--- config.mk ---
export PLATFORM = sky130hd
export DESIGN_NAME = video_pattern_gen
export DESIGN_NICKNAME = d
export VERILOG_FILES = /design/src/rtl/video_pattern_gen.sv
export SDC_FILE = /design/constraint.sdc
export NUM_CORES = 1
export LEC_CHECK = 0
export CORE_MARGIN = 4
export CORE_UTILIZATION = 50
export CTS_CLUSTER_SIZE = 14
export DETAILED_ROUTE_END_ITERATION = 12
export PLACE_DENSITY = 0.7
export SKIP_LAST_GASP = 1
export SYNTH_ARGS = -nofsm -noshare
export SYNTH_HDL_FRONTEND = slang
export SYNTH_SLANG_ARGS = --single-unit
--- constraint.sdc ---
create_clock -name Clock -period 3.8 [get_ports Clock]
set_clock_uncertainty 0.2 [all_clocks]
set_input_delay 0.76 -clock Clock [delete_from_list [all_inputs] [get_ports Clock]]
set_output_delay 0.76 -clock Clock [all_outputs]
set_load 0.1 [all_outputs]
--- src/rtl/video_pattern_gen.sv ---
// Tiled test-pattern generator: checker, bars, gradient and solid fills streamed one pixel per accept.
// Every output is a flop loaded with the value of the pixel that follows the accepting edge.
module video_pattern_gen #(
  parameter int unsigned H_ACTIVE    = 800,
  parameter int unsigned V_ACTIVE    = 600,
  parameter int unsigned TILE_W      = 80,
  parameter int unsigned TILE_H      = 60,
  parameter int unsigned PAGE_FRAMES = 60,
  parameter int unsigned CW          = 8
) (
  input  logic            Clock,
  input  logic            Reset_n,
  input  logic            VideoReady,
  input  logic [1:0]      Mode,
  output logic [3*CW-1:0] video,
  output logic            FrameStart,
  output logic            LineStart,
  output logic            Page,
  output logic [1:0]      ActiveMode
);

  localparam int unsigned NTX  = (H_ACTIVE + TILE_W - 1) / TILE_W;
  localparam int unsigned NTY  = (V_ACTIVE + TILE_H - 1) / TILE_H;
  localparam int unsigned XW   = (H_ACTIVE    > 1) ? $clog2(H_ACTIVE)    : 1;
  localparam int unsigned YW   = (V_ACTIVE    > 1) ? $clog2(V_ACTIVE)    : 1;
  localparam int unsigned TPXW = (TILE_W      > 1) ? $clog2(TILE_W)      : 1;
  localparam int unsigned TPYW = (TILE_H      > 1) ? $clog2(TILE_H)      : 1;
  localparam int unsigned TXW  = (NTX         > 1) ? $clog2(NTX)         : 1;
  localparam int unsigned TYW  = (NTY         > 1) ? $clog2(NTY)         : 1;
  localparam int unsigned FW   = (PAGE_FRAMES > 1) ? $clog2(PAGE_FRAMES) : 1;

  localparam logic [XW-1:0]   X_LAST   = XW'(H_ACTIVE - 1);
  localparam logic [YW-1:0]   Y_LAST   = YW'(V_ACTIVE - 1);
  localparam logic [TPXW-1:0] TPX_LAST = TPXW'(TILE_W - 1);
  localparam logic [TPYW-1:0] TPY_LAST = TPYW'(TILE_H - 1);
  localparam logic [FW-1:0]   F_LAST   = FW'(PAGE_FRAMES - 1);

  logic [XW-1:0]   x,   n_x;
  logic [YW-1:0]   y,   n_y;
  logic [TPXW-1:0] tpx, n_tpx;
  logic [TPYW-1:0] tpy, n_tpy;
  logic [TXW-1:0]  tx,  n_tx;
  logic [TYW-1:0]  ty,  n_ty;
  logic [FW-1:0]   frm, n_frm;
  logic            n_page;
  logic [1:0]      n_mode;
  logic [3*CW-1:0] n_video;
  logic [3*CW-1:0] rst_video;

  // 8-bit palette entry, left-aligned into CW bits (zero-padded or truncated).
  function automatic logic [CW-1:0] chan(input logic [7:0] c);
    return CW'({c, 24'd0} >> (32 - CW));
  endfunction

  function automatic logic [23:0] palette(input logic [2:0] p);
    logic [23:0] c;
    case (p)
      3'd0:    c = {8'd142, 8'd68,  8'd173};
      3'd1:    c = {8'd44,  8'd62,  8'd80};
      3'd2:    c = {8'd22,  8'd160, 8'd133};
      3'd3:    c = {8'd41,  8'd128, 8'd185};
      3'd4:    c = {8'd26,  8'd188, 8'd156};
      3'd5:    c = {8'd230, 8'd126, 8'd34};
      3'd6:    c = {8'd241, 8'd196, 8'd15};
      default: c = {8'd46,  8'd204, 8'd113};
    endcase
    return c;
  endfunction

  function automatic logic [3*CW-1:0] pixel(
    input logic [1:0]    md,
    input logic          pg,
    input logic          ty0,
    input logic [1:0]    tx2,
    input logic [CW-1:0] gx,
    input logic [CW-1:0] gy,
    input logic [CW-1:0] gf
  );
    logic [2:0]      p;
    logic [23:0]     c;
    logic [3*CW-1:0] v;
    p = {pg, 2'b00};
    case (md)
      2'd0:    p = {pg, ty0, tx2[0]};
      2'd1:    p = {pg, tx2};
      default: ;
    endcase
    c = palette(p);
    v = {chan(c[23:16]), chan(c[15:8]), chan(c[7:0])};
    if (md == 2'd2) v = {gx, gy, gf};
    return v;
  endfunction

  // Position after an accept: pixel/tile chain, then line/tile-row chain, then frame/page.
  always_comb begin
    n_x    = x;
    n_y    = y;
    n_tpx  = tpx;
    n_tpy  = tpy;
    n_tx   = tx;
    n_ty   = ty;
    n_frm  = frm;
    n_page = Page;
    n_mode = ActiveMode;
    if (x == X_LAST) begin
      n_x   = '0;
      n_tpx = '0;
      n_tx  = '0;
      if (y == Y_LAST) begin
        n_y    = '0;
        n_tpy  = '0;
        n_ty   = '0;
        n_mode = Mode;
        if (frm == F_LAST) begin
          n_frm  = '0;
          n_page = ~Page;
        end else begin
          n_frm = frm + FW'(1);
        end
      end else begin
        n_y = y + YW'(1);
        if (tpy == TPY_LAST) begin
          n_tpy = '0;
          n_ty  = ty + TYW'(1);
        end else begin
          n_tpy = tpy + TPYW'(1);
        end
      end
    end else begin
      n_x = x + XW'(1);
      if (tpx == TPX_LAST) begin
        n_tpx = '0;
        n_tx  = tx + TXW'(1);
      end else begin
        n_tpx = tpx + TPXW'(1);
      end
    end
  end

  always_comb begin
    n_video   = pixel(n_mode, n_page, n_ty[0], 2'(n_tx), CW'(n_x), CW'(n_y), CW'(n_frm));
    rst_video = pixel(Mode, 1'b0, 1'b0, 2'b00, '0, '0, '0);
  end

  always_ff @(posedge Clock) begin
    if (!Reset_n) begin
      x          <= '0;
      y          <= '0;
      tpx        <= '0;
      tpy        <= '0;
      tx         <= '0;
      ty         <= '0;
      frm        <= '0;
      Page       <= 1'b0;
      ActiveMode <= Mode;
      video      <= rst_video;
      FrameStart <= 1'b1;
      LineStart  <= 1'b1;
    end else if (VideoReady) begin
      x          <= n_x;
      y          <= n_y;
      tpx        <= n_tpx;
      tpy        <= n_tpy;
      tx         <= n_tx;
      ty         <= n_ty;
      frm        <= n_frm;
      Page       <= n_page;
      ActiveMode <= n_mode;
      video      <= n_video;
      FrameStart <= (n_x == '0) && (n_y == '0);
      LineStart  <= (n_x == '0);
    end
  end

endmodule

==> results of run 1 <==
[sequential cells by signal, indices dropped and copies added (netlist names)]
register / flops
Page: 1
y: 10
tx: 2
tpx: 7
ActiveMode: 2
ty: 1
FrameStart: 1
LineStart: 1
tpy: 6
frm: 6
x: 10
video: 24
[final timing paths]
check	cells after the start	slack (ns)	start	endpoint
hold / removal	2	0.27	LineStart$_SDFFE_PN1P_	LineStart$_SDFFE_PN1P_
setup / recovery	8	0.29	x[0]$_SDFFE_PN0P_	video[3]$_DFFE_PP_
setup reg to reg	8	0.29	x[0]$_SDFFE_PN0P_	video[3]$_DFFE_PP_
hold reg to reg	2	0.27	LineStart$_SDFFE_PN1P_	LineStart$_SDFFE_PN1P_
[tightest hold or removal path, delay by kind of cell (launching register included)]
kind	cells	cell delay, ns
AOI/OAI and AO/OA	1	0.06
DFF	1	0.33
and+or+nand+nor	1	0.05
[through the flow]
step | cell area, um2 | hold slack (ns) | power [mW] | utilization (%)
after floorplan | 4170 | 0.2443 | 1.097 | -
after global placement | 4562 | 0.2535 | 1.174 | 55.80
after detailed placement | 4562 | 0.2617 | 1.174 | 55.80
after CTS | 4776 | 0.2817 | 1.815 | 58.42
after global routing | 4776 | 0.3054 | 1.865 | 58.42
final | 4776 | 0.2735 | 1.807 | 58.42
[cell type report]
type,count,area (um2),area share (%)
Clock buffer,10,148.9,3.118
Clock inverter,6,65.06,1.362
Inverter,8,30.03,0.6288
Multi-Input combinational cell,371,2301,48.18
Sequential cell,71,1682,35.21
Tap cell,105,131.4,2.751
Timing Repair Buffer,46,417.9,8.750
[cell usage after synthesis (3+ instances only)]
cell type  count  area share (%)
nor3_1        23             2.8
nor4_1         6            0.90
o211ai_1       5            0.90
nor2_1        49             4.4
nor3_2         3            0.72
and3_1         6            0.90
o21a_1         5            0.90
a211o_1        5             1.1
inv_1          7            0.63
nand3_1       23             2.8
nand4_1       14             2.1
and2_1         3            0.45
edfxtp_1      26              19
xor2_1        16             3.4
ha_1           5             1.5
or4_1          3            0.54
or3_1          9             1.4
dfxtp_1       45              22
mux2_2         3            0.81
nand2_1       42             3.8
a211oi_1       7             1.3
nand3b_1       4            0.72
o21ai_0       24             2.9
o22ai_1        3            0.45
buf_2          6            0.72
a31oi_1        8             1.2
o31ai_1        5            0.90
xnor2_1       18             3.8
clkbuf_1      24             2.2
mux2i_1        4            0.96
a21oi_1       36             4.3
[layer usage]
layer	up-vias	share of wire (%)
met3	27	6.7
met1	1752	46
met5	-	0
met2	164	45
li1	1845	-
met4	0	2.4
[report_power, final]
part / internal (mW) / switching [mW] / leakage (nW)
Combinational: 0.0743 / 0.244 / 0.850
Sequential: 0.819 / 0.0189 / 0.637
Clock: 0.346 / 0.305 / 0.110
Total: 1.24 / 0.568 / 1.60
[cell families after synthesis]
group / synth area share, %
multiplexers: 1.770
AND/OR/NAND/NOR: 24.54
adder cells (fa/ha/maj): 1.500
AO/OA/AOI/OAI: 19.83
XOR/XNOR: 7.531
flip-flops: 40.32
buffers and inverters: 4.501
[cells in the final DEF (no fill, tap or decap), types with 18 or more instances in the layout]
master	netlist	final
a21oi_1	36	36
xnor2_1	18	18
nand3_1	23	23
o21ai_0	24	24
nand2_1	42	42
edfxtp_1	26	26
nor2_1	49	49
dfxtp_1	45	45
clkdlybuf4s50_1	0	29
nor3_1	23	23
==> summary.txt, run 1 <==
Worst hold path
  – Worst hold-check path type: reg2reg

Synthesis
  – Sequential element share of the synthesized area: 40.32%
  – #FFs+latches synth: approximately 70
  – Top FF cell, synth: dfxtp_1
  – Post-Syn Area: between 4000 and 5000 um2
  – Warnings from Yosys: 0
  – Ys async rst share: 0%
  – Mapped Nets: ~500
  – Mapped Cells: 485
  – Post-Syn Area per Cell: about 8.6 um2
  – EDFF count, synth: 26
  – Netlist cell types: 70

Worst setup path
  – Cell family with most CP delay: simple AND/OR/NAND/NOR gates
  – CP startpoint kind: flip-flop
  – CP peak stage delay: 0.76 ns
  – CP arrival: ~3.4 ns
  – WP data required: approximately 3.7 ns
  – Crit Path Category: reg2reg
  – Crit path cell chain: ha_1 -> and4_1 -> nand3_1 -> buf_4 -> o211a_1 -> nor4_1 -> a31oi_1 -> a211o_1
  – Max FO, Critical Path: 12
  – Worst path bufs/invs: 1
  – Crit. End Element: flip-flop
  – Slowest-stage cell, CP: nor4_1

GRT
  – Top Usage Layer GRT: met2
  – Vias in the first global route: between 3000 and 4000
  – Met3 Use GR: under 10%
  – GR Util met2: 33.01%
  – Largest net degree at the start of global routing: 37
  – First-pass GRT wire length: about 17000 um
  – Initial antenna violation count: 0
  – Grt met1 use: between 30 and 40%
  – GR Overflow Total: 0
  – Tot GR Track Use: 21.40%

Floorplan
  – Die X: slightly below 100 um
  – Die Y: between 90 and 100 um
  – Die area: just under 10000 um2
  – Core box area: approximately 8000 um2
  – Initial core utilization: roughly 50%
  – Ports: 34
  – Rows: 33

Pwr
  – Max VDD drop: 0.1783 mV
  – LEAKAGE: approximately 1.6 nW
  – Pwr/cell area: 378.3 nW/um2

Placement
  – Buffers on Ports: 33
  – Gp weighted congestion: 0.8957
  – Detailed placement HPWL: 7640 um
  – Dpl ws: about 0.4 ns
  – Placed Instances: 601

Drt
  – Final WL: ~11000 um
  – Post-DRT Antenna Nets: 0
  – Avg WL per Cell: approximately 17 um
  – Post-DR vias/cell: a little over 6
  – DRC violations left: 0
  – Vias after detailed routing: about 3800
  – Initial DRT Pass Iterations: 7
  – Violation count after the first detailed-route iteration: 259

STA
  – Slew Limit Fails: 0
  – Setup tns final: 0 ns
  – Max Freq: approximately 0.28 GHz
  – Endpoints failing setup: 0
  – Worst-Margin Slew: 1.067 ns
  – Final Hold Fails: 0
  – Tmin final: about 3.5 ns
  – Unrepaired setup endpoints after global routing: false
  – Worst slew margin: between 20% and 30%
  – Worst setup margin: ~0.29 ns
  – Fin crit share: between 90% and 100%

Clock network
  – Post-CTS Resized: 0
  – CTS clock-pin slew for the worst setup and hold paths: 0.09 ns
  – CTS tree: built
  – # Post-CTS Setup Buffers: 0
  – Num CTS Buffers: 9
  – H-tree depth: 3
  – Clock Tree Buf Depth: 2
  – TritonCTS Sinks: just over 70
  – CTS Root Cell: clkbuf_8
  – Post-CTS Hold Fix Bufs: 0
  – Clock insertion delay at the later pin of the skew report: 0.35 ns

Cells and area
  – Area grow syn2layout: 14.52%
  – Nets: 517
  – Post-Layout Cell Count: 617
  – Share of layout cells above drive strength 1: a little under a tenth
  – Fillers: roughly 750
  – Antenna diodes: 0

Status
  – Status: finished clean

Run
  – MaxCap Viol Count: 0
Power figures use the tool's default switching activity.
==> run 2, diff against run 1 <==
Settings changed: CORE_UTILIZATION 50 to 58, PLACE_DENSITY 0.7 to 0.8.
==> summary.txt, run 2 (synthesis gave the netlist of run 1 again) <==
Clock network
  – # Post-CTS Setup Buffers: 0 (unchanged)
  – TritonCTS Sinks: 71 (unchanged)
  – Clock insertion delay at the later pin of the skew report: 0.35 ns (about the same)
  – Post-CTS Hold Fix Bufs: 0 (unchanged)
  – H-tree depth: 3 (unchanged)
  – Post-CTS Resized: 0 (unchanged)
  – CTS tree: built
  – CTS clock-pin slew for the worst setup and hold paths: 0.07 ns (-0.02 ns)
  – Clock Tree Buf Depth: 2 (unchanged)
  – Num CTS Buffers: 9 (unchanged)
  – CTS Root Cell: clkbuf_8

Pwr
  – Logic pwr share: 17.4% (-0.2 points)
  – Sequential share of power: 45.3% (-1.1 points)
  – Switching share of power: 30.09% (-1.3 points)
  – Power share of the clock group: 37.3% (+1.3 points)
  – Psw: 557.9 uW (-1.7%)
  – Max VDD drop: 0.2707 mV (+52%)
  – Pwr/cell area: 386.0 nW/um2 (+2.0%)
  – LEAKAGE: 1.615 nW (+1.1%)
  – Cell Int Power: 1.296 mW (+4.6%)
  – Overall power: 1.854 mW (+2.6%)

Worst setup path
  – CP arrival: 3.38 ns (-0.04 ns)
  – Crit. End Element: flip-flop
  – Max FO, Critical Path: 18 (+6)
  – CP startpoint kind: flip-flop
  – Worst reg-to-reg path cell count: 8 (unchanged)
  – Crit Path Category: reg2reg
  – R2r setup slk: 0.32 ns (+0.04 ns)
  – WP data required: 3.70 ns (about the same)

STA
  – Final Hold Fails: 0 (unchanged)
  – Fin crit share: 91.47% (-0.94 points)
  – Setup tns final: 0 ns (unchanged)
  – Tmin final: 3.476 ns (-0.03566 ns)
  – Max Freq: 0.2877 GHz (+1.0%)
  – Endpoints failing setup: 0 (unchanged)
  – Unrepaired setup endpoints after global routing: false
  – Worst-Margin Slew: 0.9977 ns (-0.06890 ns)
  – Slew Limit Fails: 0 (unchanged)
  – Worst slew margin: 33.28% (+4.8 points)

Floorplan
  – Die X: 92.80 um (-6.6%)
  – Rows: 30 (-9.1%)
  – Ports: 34 (unchanged)
  – Initial core utilization: 60.38% (+9.4 points)
  – Core box area: 6907 um2 (-16%)
  – Die Y: 92.80 um (-6.6%)
  – Die area: 8611 um2 (-13%)

Placement
  – Detailed placement HPWL: 7971 um (+4.3%)
  – Buffers on Ports: 33 (unchanged)
  – Gp weighted congestion: 0.9645 (+7.7%)

Run
  – MaxCap Viol Count: 0 (unchanged)

Cells and area
  – Nets: 519 (+0.39%)
  – Flip-flop count of the largest register after layout: 24 (unchanged)
  – Most frequent cells in the layout: 49 x nor2_1, 45 x dfxtp_1, 42 x nand2_1
  – Share of layout cells above drive strength 1: 9.728% (+0.16 points)
  – Area grow syn2layout: 15.18%
  – Antenna diodes: 0 (unchanged)
  – Commonest non-fill, non-tap cell in the layout: nor2_1
  – Most flops, register: video
  – Biggest regs: video (24), x (10), y (10)
  – Fillers: 559 (-25%)

Drt
  – Avg WL per Cell: 18.18 um (+5.5%)
  – Post-DRT Antenna Nets: 0 (unchanged)
  – Vias after detailed routing: 3890 (+2.7%)
  – Final WL: 11090 um (+4.3%)
  – DRC violations left: 0 (unchanged)
  – Initial DRT Pass Iterations: 8 (+1)
  – Violation count after the first detailed-route iteration: 272 (+5.0%)
  – Post-DR vias/cell: 6.377 (+3.9%)

GRT
  – Initial antenna violation count: 0 (unchanged)
  – Largest net degree at the start of global routing: 27 (-27%)
  – First-pass GRT wire length: 18200 um (+7.2%)
  – Tot GR Track Use: 26.87% (+5.5 points)
  – GR Overflow Total: 0 (unchanged)
  – Vias in the first global route: 3598 (+10%)

Worst hold path
  – Hold depth: 2 (unchanged)
  – Worst hold-check path type: reg2reg

Status
  – Status: finished clean
==> run 2: worst paths after layout <==
path / end / from
worst max register to register: video[0]$_DFFE_PP_ / x[0]$_SDFFE_PN0P_
worst min-delay path: tpy[1]$_SDFFE_PN0P_ / tpy[1]$_SDFFE_PN0P_
worst min register to register: tpy[1]$_SDFFE_PN0P_ / tpy[1]$_SDFFE_PN0P_
worst max-delay path: video[0]$_DFFE_PP_ / x[0]$_SDFFE_PN0P_
==> run 2: layout make-up <==
| class | count | area (um2) | share of cell area, % |
|---|---|---|---|
| timing repair buffer | 48 | 435.4 | 9.065 |
| clock buffer | 13 | 191.4 | 3.985 |
| inverter | 8 | 30.03 | 0.6252 |
| sequential | 71 | 1682 | 35.01 |
| clock inverter | 3 | 43.79 | 0.9117 |
| tap | 96 | 120.1 | 2.501 |
| multi-input combinational | 371 | 2301 | 47.90 |
==> run 2: layer usage <==
layer / global-route usage, % / up-vias / share of wire, %
met5: 0 / - / 0
met4: 10.01 / 0 / 2.5
met3: 6.255 / 21 / 8.2
met2: 42.71 / 201 / 47
met1: 35.53 / 1823 / 42
li1: - / 1845 / -
==> run 2: power by group through the flow <==
stage | Clock, mW | Sequential, mW | Combinational, mW
3_3_place_gp | 0 | 0.855 | 0.319
6_report | 0.691 | 0.840 | 0.323
2_1_floorplan | 0 | 1.01 | 0.0818
5_1_grt | 0.737 | 0.843 | 0.336
3_5_place_dp | 0 | 0.857 | 0.321
4_1_cts | 0.696 | 0.840 | 0.322
==> run 2: through the flow <==
stage          hold WS, ns  utilization (%)  instances  worst slack, ns  area [um2]
6_report            0.2747            69.55        610           0.3241        4803
5_1_grt             0.2949            69.55        610           0.1023        4803
4_1_cts             0.2763            69.55        610           0.4568        4803
3_5_place_dp        0.2614            66.14        594           0.5045        4568
3_3_place_gp        0.2517            66.14        594           0.5194        4568
2_1_floorplan       0.2443                -        485           0.8438        4170
==> run 2: critical path, cell delays in order (launching register included) <==
cell	delay, ns
dfxtp_1	0.39
ha_1	0.33
and4_1	0.30
nand3_1	0.29
buf_4	0.32
nor3_2	0.10
nor2_1	0.65
o211ai_1	0.32
a31o_2	0.33
